<file path="config.mk">
export PLATFORM = sky130hd
export DESIGN_NAME = exc_ctrl
export DESIGN_NICKNAME = d
export VERILOG_FILES = /design/src/rtl/exc_ctrl_pkg.sv /design/src/rtl/exc_prio.sv /design/src/rtl/exc_ctrl.sv
export SDC_FILE = /design/constraint.sdc
export NUM_CORES = 1
export LEC_CHECK = 0
export CAP_MARGIN = 20
export CORE_AREA = 5 5 120 122
export CTS_CLUSTER_SIZE = 8
export DETAILED_ROUTE_END_ITERATION = 8
export DIE_AREA = 0 0 125 127
export MAX_ROUTING_LAYER = met4
export PLACE_DENSITY_LB_ADDON = 0.25
export SLEW_MARGIN = 10
export SYNTH_ARGS = -nofsm -noshare
export SYNTH_HDL_FRONTEND = slang
export SYNTH_HIERARCHICAL = 1
export SYNTH_SLANG_ARGS = --single-unit
export TNS_END_PERCENT = 5
</file>
<file path="constraint.sdc">
create_clock -name clk -period 4.3 [get_ports clk]
set_input_delay 0.86 -clock clk [delete_from_list [all_inputs] [get_ports clk]]
set_output_delay 0.86 -clock clk [all_outputs]
set_load 0.01 [all_outputs]
</file>
<file path="src/rtl/exc_ctrl_pkg.sv">
// Shared constants for the memory-stage exception controller.
// Holds the exception type encodings, exception flag bit positions, CP0
// register addresses, the default exception vector and the FSM states.
package exc_ctrl_pkg;

  localparam int EXC_TYPE_W = 4;

  typedef enum logic [EXC_TYPE_W-1:0] {
    EXC_NONE = 4'd0,
    EXC_INT  = 4'd1,
    EXC_IF   = 4'd2,
    EXC_RI   = 4'd3,
    EXC_OV   = 4'd4,
    EXC_BP   = 4'd5,
    EXC_SYS  = 4'd6,
    EXC_ADEL = 4'd7,
    EXC_ADES = 4'd8,
    EXC_ERET = 4'd9
  } exc_type_e;

  // Bit positions inside mem_exc_flags_i
  localparam int FLAG_IF   = 0;
  localparam int FLAG_RI   = 1;
  localparam int FLAG_OV   = 2;
  localparam int FLAG_BP   = 3;
  localparam int FLAG_SYS  = 4;
  localparam int FLAG_ADEL = 5;
  localparam int FLAG_ADES = 6;
  localparam int FLAG_ERET = 7;

  localparam logic [4:0] CP0_STATUS = 5'd12;
  localparam logic [4:0] CP0_CAUSE  = 5'd13;
  localparam logic [4:0] CP0_EPC    = 5'd14;

  localparam logic [31:0] EXC_VECTOR_DEFAULT = 32'hBFC0_0380;

  typedef enum logic {
    ST_IDLE     = 1'b0,
    ST_REDIRECT = 1'b1
  } state_e;

endpackage

</file>
<file path="src/rtl/exc_prio.sv">
// Purpose: fixed-priority encoder, exception flags plus interrupt -> type.
// Latency: combinational, zero cycles.
// Backpressure: none; pure function of its inputs.
// Ports: flags_i (per-instruction flags), int_i (interrupt taken),
//        exc_type_o (highest-priority exception, NONE when nothing set).
module exc_prio
  import exc_ctrl_pkg::*;
(
  input  logic [7:0] flags_i,
  input  logic       int_i,
  output logic [3:0] exc_type_o
);

  always_comb begin
    exc_type_o = EXC_NONE;
    if (int_i)                        exc_type_o = EXC_INT;
    else if (flags_i[FLAG_IF])        exc_type_o = EXC_IF;
    else if (flags_i[FLAG_RI])        exc_type_o = EXC_RI;
    else if (flags_i[FLAG_OV])        exc_type_o = EXC_OV;
    else if (flags_i[FLAG_BP])        exc_type_o = EXC_BP;
    else if (flags_i[FLAG_SYS])       exc_type_o = EXC_SYS;
    else if (flags_i[FLAG_ADEL])      exc_type_o = EXC_ADEL;
    else if (flags_i[FLAG_ADES])      exc_type_o = EXC_ADES;
    else if (flags_i[FLAG_ERET])      exc_type_o = EXC_ERET;
  end

endmodule

</file>
<file path="src/rtl/exc_ctrl.sv">
// Purpose: MEM-stage exception controller; picks one exception for CP0,
//          pulses a pipeline flush and offers a redirect PC to fetch.
// Latency: exc_type_o/flush_o combinational in the take cycle; redirect
//          offered from the next cycle.
// Backpressure: redirect held stable until redirect_ready_i; no new take
//          while a redirect is pending; mem_stall_i blocks a take.
// Ports: MEM instruction info (mem_*_i), CP0 values (cp0_*_i), WB MTC0
//        write (wb_cp0_*_i), CP0 side-band (exc_*_o), flush_o,
//        redirect valid/ready/pc, int_pending_o.
// Config: define EXC_CTRL_CP0_BYPASS_EN to forward the in-flight WB MTC0
//         write into the effective STATUS/CAUSE/EPC values.
module exc_ctrl
  import exc_ctrl_pkg::*;
#(
  parameter logic [31:0] EXC_VECTOR = EXC_VECTOR_DEFAULT
) (
  input  logic        clk,
  input  logic        reset,
  input  logic        mem_valid_i,
  input  logic [31:0] mem_pc_i,
  input  logic        mem_in_delayslot_i,
  input  logic [7:0]  mem_exc_flags_i,
  input  logic [31:0] mem_data_addr_i,
  input  logic        mem_stall_i,
  input  logic [31:0] cp0_status_i,
  input  logic [31:0] cp0_cause_i,
  input  logic [31:0] cp0_epc_i,
  input  logic        wb_cp0_we_i,
  input  logic [4:0]  wb_cp0_waddr_i,
  input  logic [31:0] wb_cp0_wdata_i,
  output logic [3:0]  exc_type_o,
  output logic [31:0] exc_pc_o,
  output logic        exc_delayslot_o,
  output logic [31:0] exc_badvaddr_o,
  output logic        flush_o,
  output logic        redirect_valid_o,
  output logic [31:0] redirect_pc_o,
  input  logic        redirect_ready_i,
  output logic        int_pending_o
);

  state_e      state_q;
  logic        int_pending_q, int_pending_d;
  logic        redirect_valid_q;
  logic [31:0] redirect_pc_q;

  logic [31:0] eff_status, eff_cause, eff_epc;
  logic        int_cond;
  logic        can_take;
  logic        int_taken;
  logic        take;
  logic [3:0]  prio_type;

`ifdef EXC_CTRL_CP0_BYPASS_EN
  // Forward an MTC0 still sitting in WB so the MEM instruction sees it.
  always_comb begin
    eff_status = cp0_status_i;
    eff_cause  = cp0_cause_i;
    eff_epc    = cp0_epc_i;
    if (wb_cp0_we_i) begin
      case (wb_cp0_waddr_i)
        CP0_STATUS: eff_status = wb_cp0_wdata_i;
        // Only the software interrupt bits of CAUSE are writable.
        CP0_CAUSE:  eff_cause  = {cp0_cause_i[31:10], wb_cp0_wdata_i[9:8],
                                  cp0_cause_i[7:0]};
        CP0_EPC:    eff_epc    = wb_cp0_wdata_i;
        default:    ;
      endcase
    end
  end
`else
  assign eff_status = cp0_status_i;
  assign eff_cause  = cp0_cause_i;
  assign eff_epc    = cp0_epc_i;

  logic unused_wb;
  assign unused_wb = ^{wb_cp0_we_i, wb_cp0_waddr_i, wb_cp0_wdata_i};
`endif

  logic unused_cp0_bits;
  assign unused_cp0_bits = ^{eff_status[31:16], eff_status[7:2],
                             eff_cause[31:16], eff_cause[7:0]};

  assign int_cond = eff_status[0] && !eff_status[1] &&
                    ((eff_cause[15:8] & eff_status[15:8]) != 8'h00);

  assign can_take  = (state_q == ST_IDLE) && mem_valid_i && !mem_stall_i;
  assign int_taken = can_take && int_pending_q;
  assign take      = can_take && (int_pending_q || (mem_exc_flags_i != 8'h00));

  // A bubble in MEM leaves the interrupt pending for the next real instruction.
  assign int_pending_d = int_cond && !int_taken;

  exc_prio u_prio (
    .flags_i    (mem_exc_flags_i),
    .int_i      (int_pending_q),
    .exc_type_o (prio_type)
  );

  assign exc_type_o      = take ? prio_type : EXC_NONE;
  assign flush_o         = take;
  assign exc_pc_o        = mem_pc_i;
  assign exc_delayslot_o = mem_in_delayslot_i;

  always_comb begin
    exc_badvaddr_o = 32'h0;
    case (exc_type_o)
      EXC_IF:             exc_badvaddr_o = mem_pc_i;
      EXC_ADEL, EXC_ADES: exc_badvaddr_o = mem_data_addr_i;
      default:            ;
    endcase
  end

  always_ff @(posedge clk or negedge reset) begin
    if (!reset) begin
      state_q          <= ST_IDLE;
      int_pending_q    <= 1'b0;
      redirect_valid_q <= 1'b0;
      redirect_pc_q    <= 32'h0;
    end else begin
      int_pending_q <= int_pending_d;
      case (state_q)
        ST_IDLE: begin
          if (take) begin
            state_q          <= ST_REDIRECT;
            redirect_valid_q <= 1'b1;
            redirect_pc_q    <= (prio_type == EXC_ERET) ? eff_epc : EXC_VECTOR;
          end
        end
        ST_REDIRECT: begin
          if (redirect_valid_q && redirect_ready_i) begin
            state_q          <= ST_IDLE;
            redirect_valid_q <= 1'b0;
          end
        end
        default: begin
          state_q          <= ST_IDLE;
          redirect_valid_q <= 1'b0;
        end
      endcase
    end
  end

  assign redirect_valid_o = redirect_valid_q;
  assign redirect_pc_o    = redirect_pc_q;
  assign int_pending_o    = int_pending_q;

endmodule

</file>
==> metrics <==
RSZ-0062 raised after global routing true; critical path class primary input to output port; Post-Route WL roughly 12000 microns; Die ar. 0.0159 sq mm; most frequent cell after synthesis and3b_1; synth cell count leaders and3b_1, nand2_1, buf_4; vias in the first global route about 3500; Worst Path Max Fanout 66; pwr/cell area about 220 mW/mm^2; largest buffer count on any clock path 2; final hold slack between 400 and 500 ps; Root Driver clkbuf_16; maximum vdd drop roughly 0.00020 V; final hold vios 0; area share of the largest cell type after synthesis between 20% and 30%; WP data required 3440 ps; Clock Skews ~2.5 ps; CTS tree built; number of placement rows 42; die width 125 microns; num ports 316; Nets roughly 760; largest net degree at the start of global routing 67; grt ovf 0; drt drc 0; diode count 0; class of the worst hold path register to register; TritonCTS buffer count 5; total power 1.18 mW; Distinct cells, synth 29; Starting DRT DRC Count 137; Total GRT Usage roughly 14%; drt pass-1 iters 4; Syn Inst Count approximately 370; Clock Pin Slew Worst Setup and Hold Paths 60 ps; Post-synth EDFFs 0; Worst Tran Pin Value about 700 ps; synthesis-to-finish area growth 79.8%; Fmax ~0.24 GHz; vias per cell 4.62; detailed-route wire length per cell about 16 microns; Seq/Total Area, Yosys around 29%; post-synth top area cell dfrtp_1; Clock Latency Late Sink roughly 280 ps; Tcrit/Tclk final between 90% and 100%; fin util around 42%; FF-to-FF path depth 5; CP endpoint exc_badvaddr_o[26]; core box area around 0.013 sq mm; CTS Sinks 35; largest cells by area after synthesis dfrtp_1, and3b_1, buf_4; Seq cells post-synth 35; number of port buffers approximately 230; total of max-cap violations 0; Most used DFF post-synth dfrtp_1; antenna violations before repair 0; Slew HR between 50% and 60%; Syn. warnings 6; RD Place Congestion 0.819; final setup fails 0; layout cells sized above 1 ~7.6%; Post-CTS Setup Bufs 0; synthesized cell area around 0.0031 sq mm; DP HPWL roughly 8600 microns; die height between 100 and 150 microns; R2R setup slack approximately 1900 ps; worst setup path startpoint mem_exc_flags_i[2]; Startpoint Class primary input; Pleak between 2 and 2.5 nW; RR Endpoint redirect_pc_o[8]; Final Max Tran Viols 0; status completed; vias after detailed routing 3365; antenna viol nets, final 0; Syn Area/Cell 8.22 sq um; H-tree depth 2; Initial Util approximately a quarter; Synthesized Nets slightly below 600; reg-to-reg startpoint int_pending_o; Critical Path End Type output port; minimum clock period approximately 4200 ps; crit path DAT 3390 ps; ys async rst share 100%; first-pass GRT wire length between 15000 and 20000 microns
report_power, final:
group	leakage [nW]	internal (mW)	switching (mW)
sequential	0.422	0.341	0.0106
combinational	1.61	0.230	0.173
clock	0.0868	0.288	0.140
total	2.12	0.859	0.324
final cells by class:
class | count | area, sq um
fill | 1275 | 7580
multi-input combinational | 263 | 1780
clock inverter | 2 | 35.0
tap | 176 | 220
timing repair buffer | 241 | 2430
inverter | 6 | 22.5
sequential | 35 | 876
clock buffer | 6 | 139
registers in the layout (all words and copies together) (netlist names):
name              flops
int_pending_o         1
redirect_pc_o        32
redirect_valid_o      1
state_q               1
worst max-delay path, cell delays in order:
cell,delay [ps]
clkdlybuf4s50_1,470
nor4_2,340
o21ai_1,160
nor4_4,230
buf_12,260
and3b_1,190
o21ai_0,100
a21oi_1,160
clkdlybuf4s50_1,570
metrics by stage:
step	std cells	instance area (sq um)	setup TNS, ps	setup WS (ps)
floorplan	372	3060	0	1040
global placement	721	5330	0	105
detailed placement	721	5330	0	49.6
CTS	729	5500	0	51.5
global route	729	5500	-2230	-125
finish	729	5500	0	52.9
worst min path at each step:
stage | from | to | slack, ps | depth (start not counted)
6_report | redirect_pc_o[11] | redirect_pc_o[11] | 490 | 1
2_1_floorplan | state_q | state_q | 470 | 2
4_1_cts | redirect_pc_o[5] | redirect_pc_o[5] | 490 | 1
3_5_place_dp | redirect_pc_o[5] | redirect_pc_o[5] | 470 | 1
5_1_grt | redirect_pc_o[5] | redirect_pc_o[5] | 500 | 1
3_3_place_gp | redirect_pc_o[19] | redirect_pc_o[19] | 470 | 1
what timing repair did:
item                       4_1_cts  5_1_grt
setup endpoints to repair        0       32
hold buffers                     0        0
gates resized for setup          0        0
cell usage in the layout (no fill, tap or decap), drive strengths merged, types with 3 or more instances in the layout:
cell type,instances
a21oi,34
a22oi,4
and3b,64
buf,12
clkbuf,6
clkdlybuf4s50,229
dfrtp,35
inv,6
mux2,12
nand2,38
nand2b,12
nand3,20
nor2,7
nor4,3
o21ai,35
o2bb2ai,20
kinds of logic after synthesis:
family	count (synthesis)	share of synthesized area, %
buf+inv	74	14.4
compound gates	95	18.9
mux	12	4.42
simple gates	156	33.7
flops	35	28.6
layer usage:
metal	GRT usage [%]	part of all wire (%)	vias to the layer above
met4	3.44	1.0	0
met5	-	0	-
li1	-	-	1650
met2	24.3	47	143
met3	3.96	8.2	7
met1	17.0	43	1565
(Power assumes the default switching activity.)
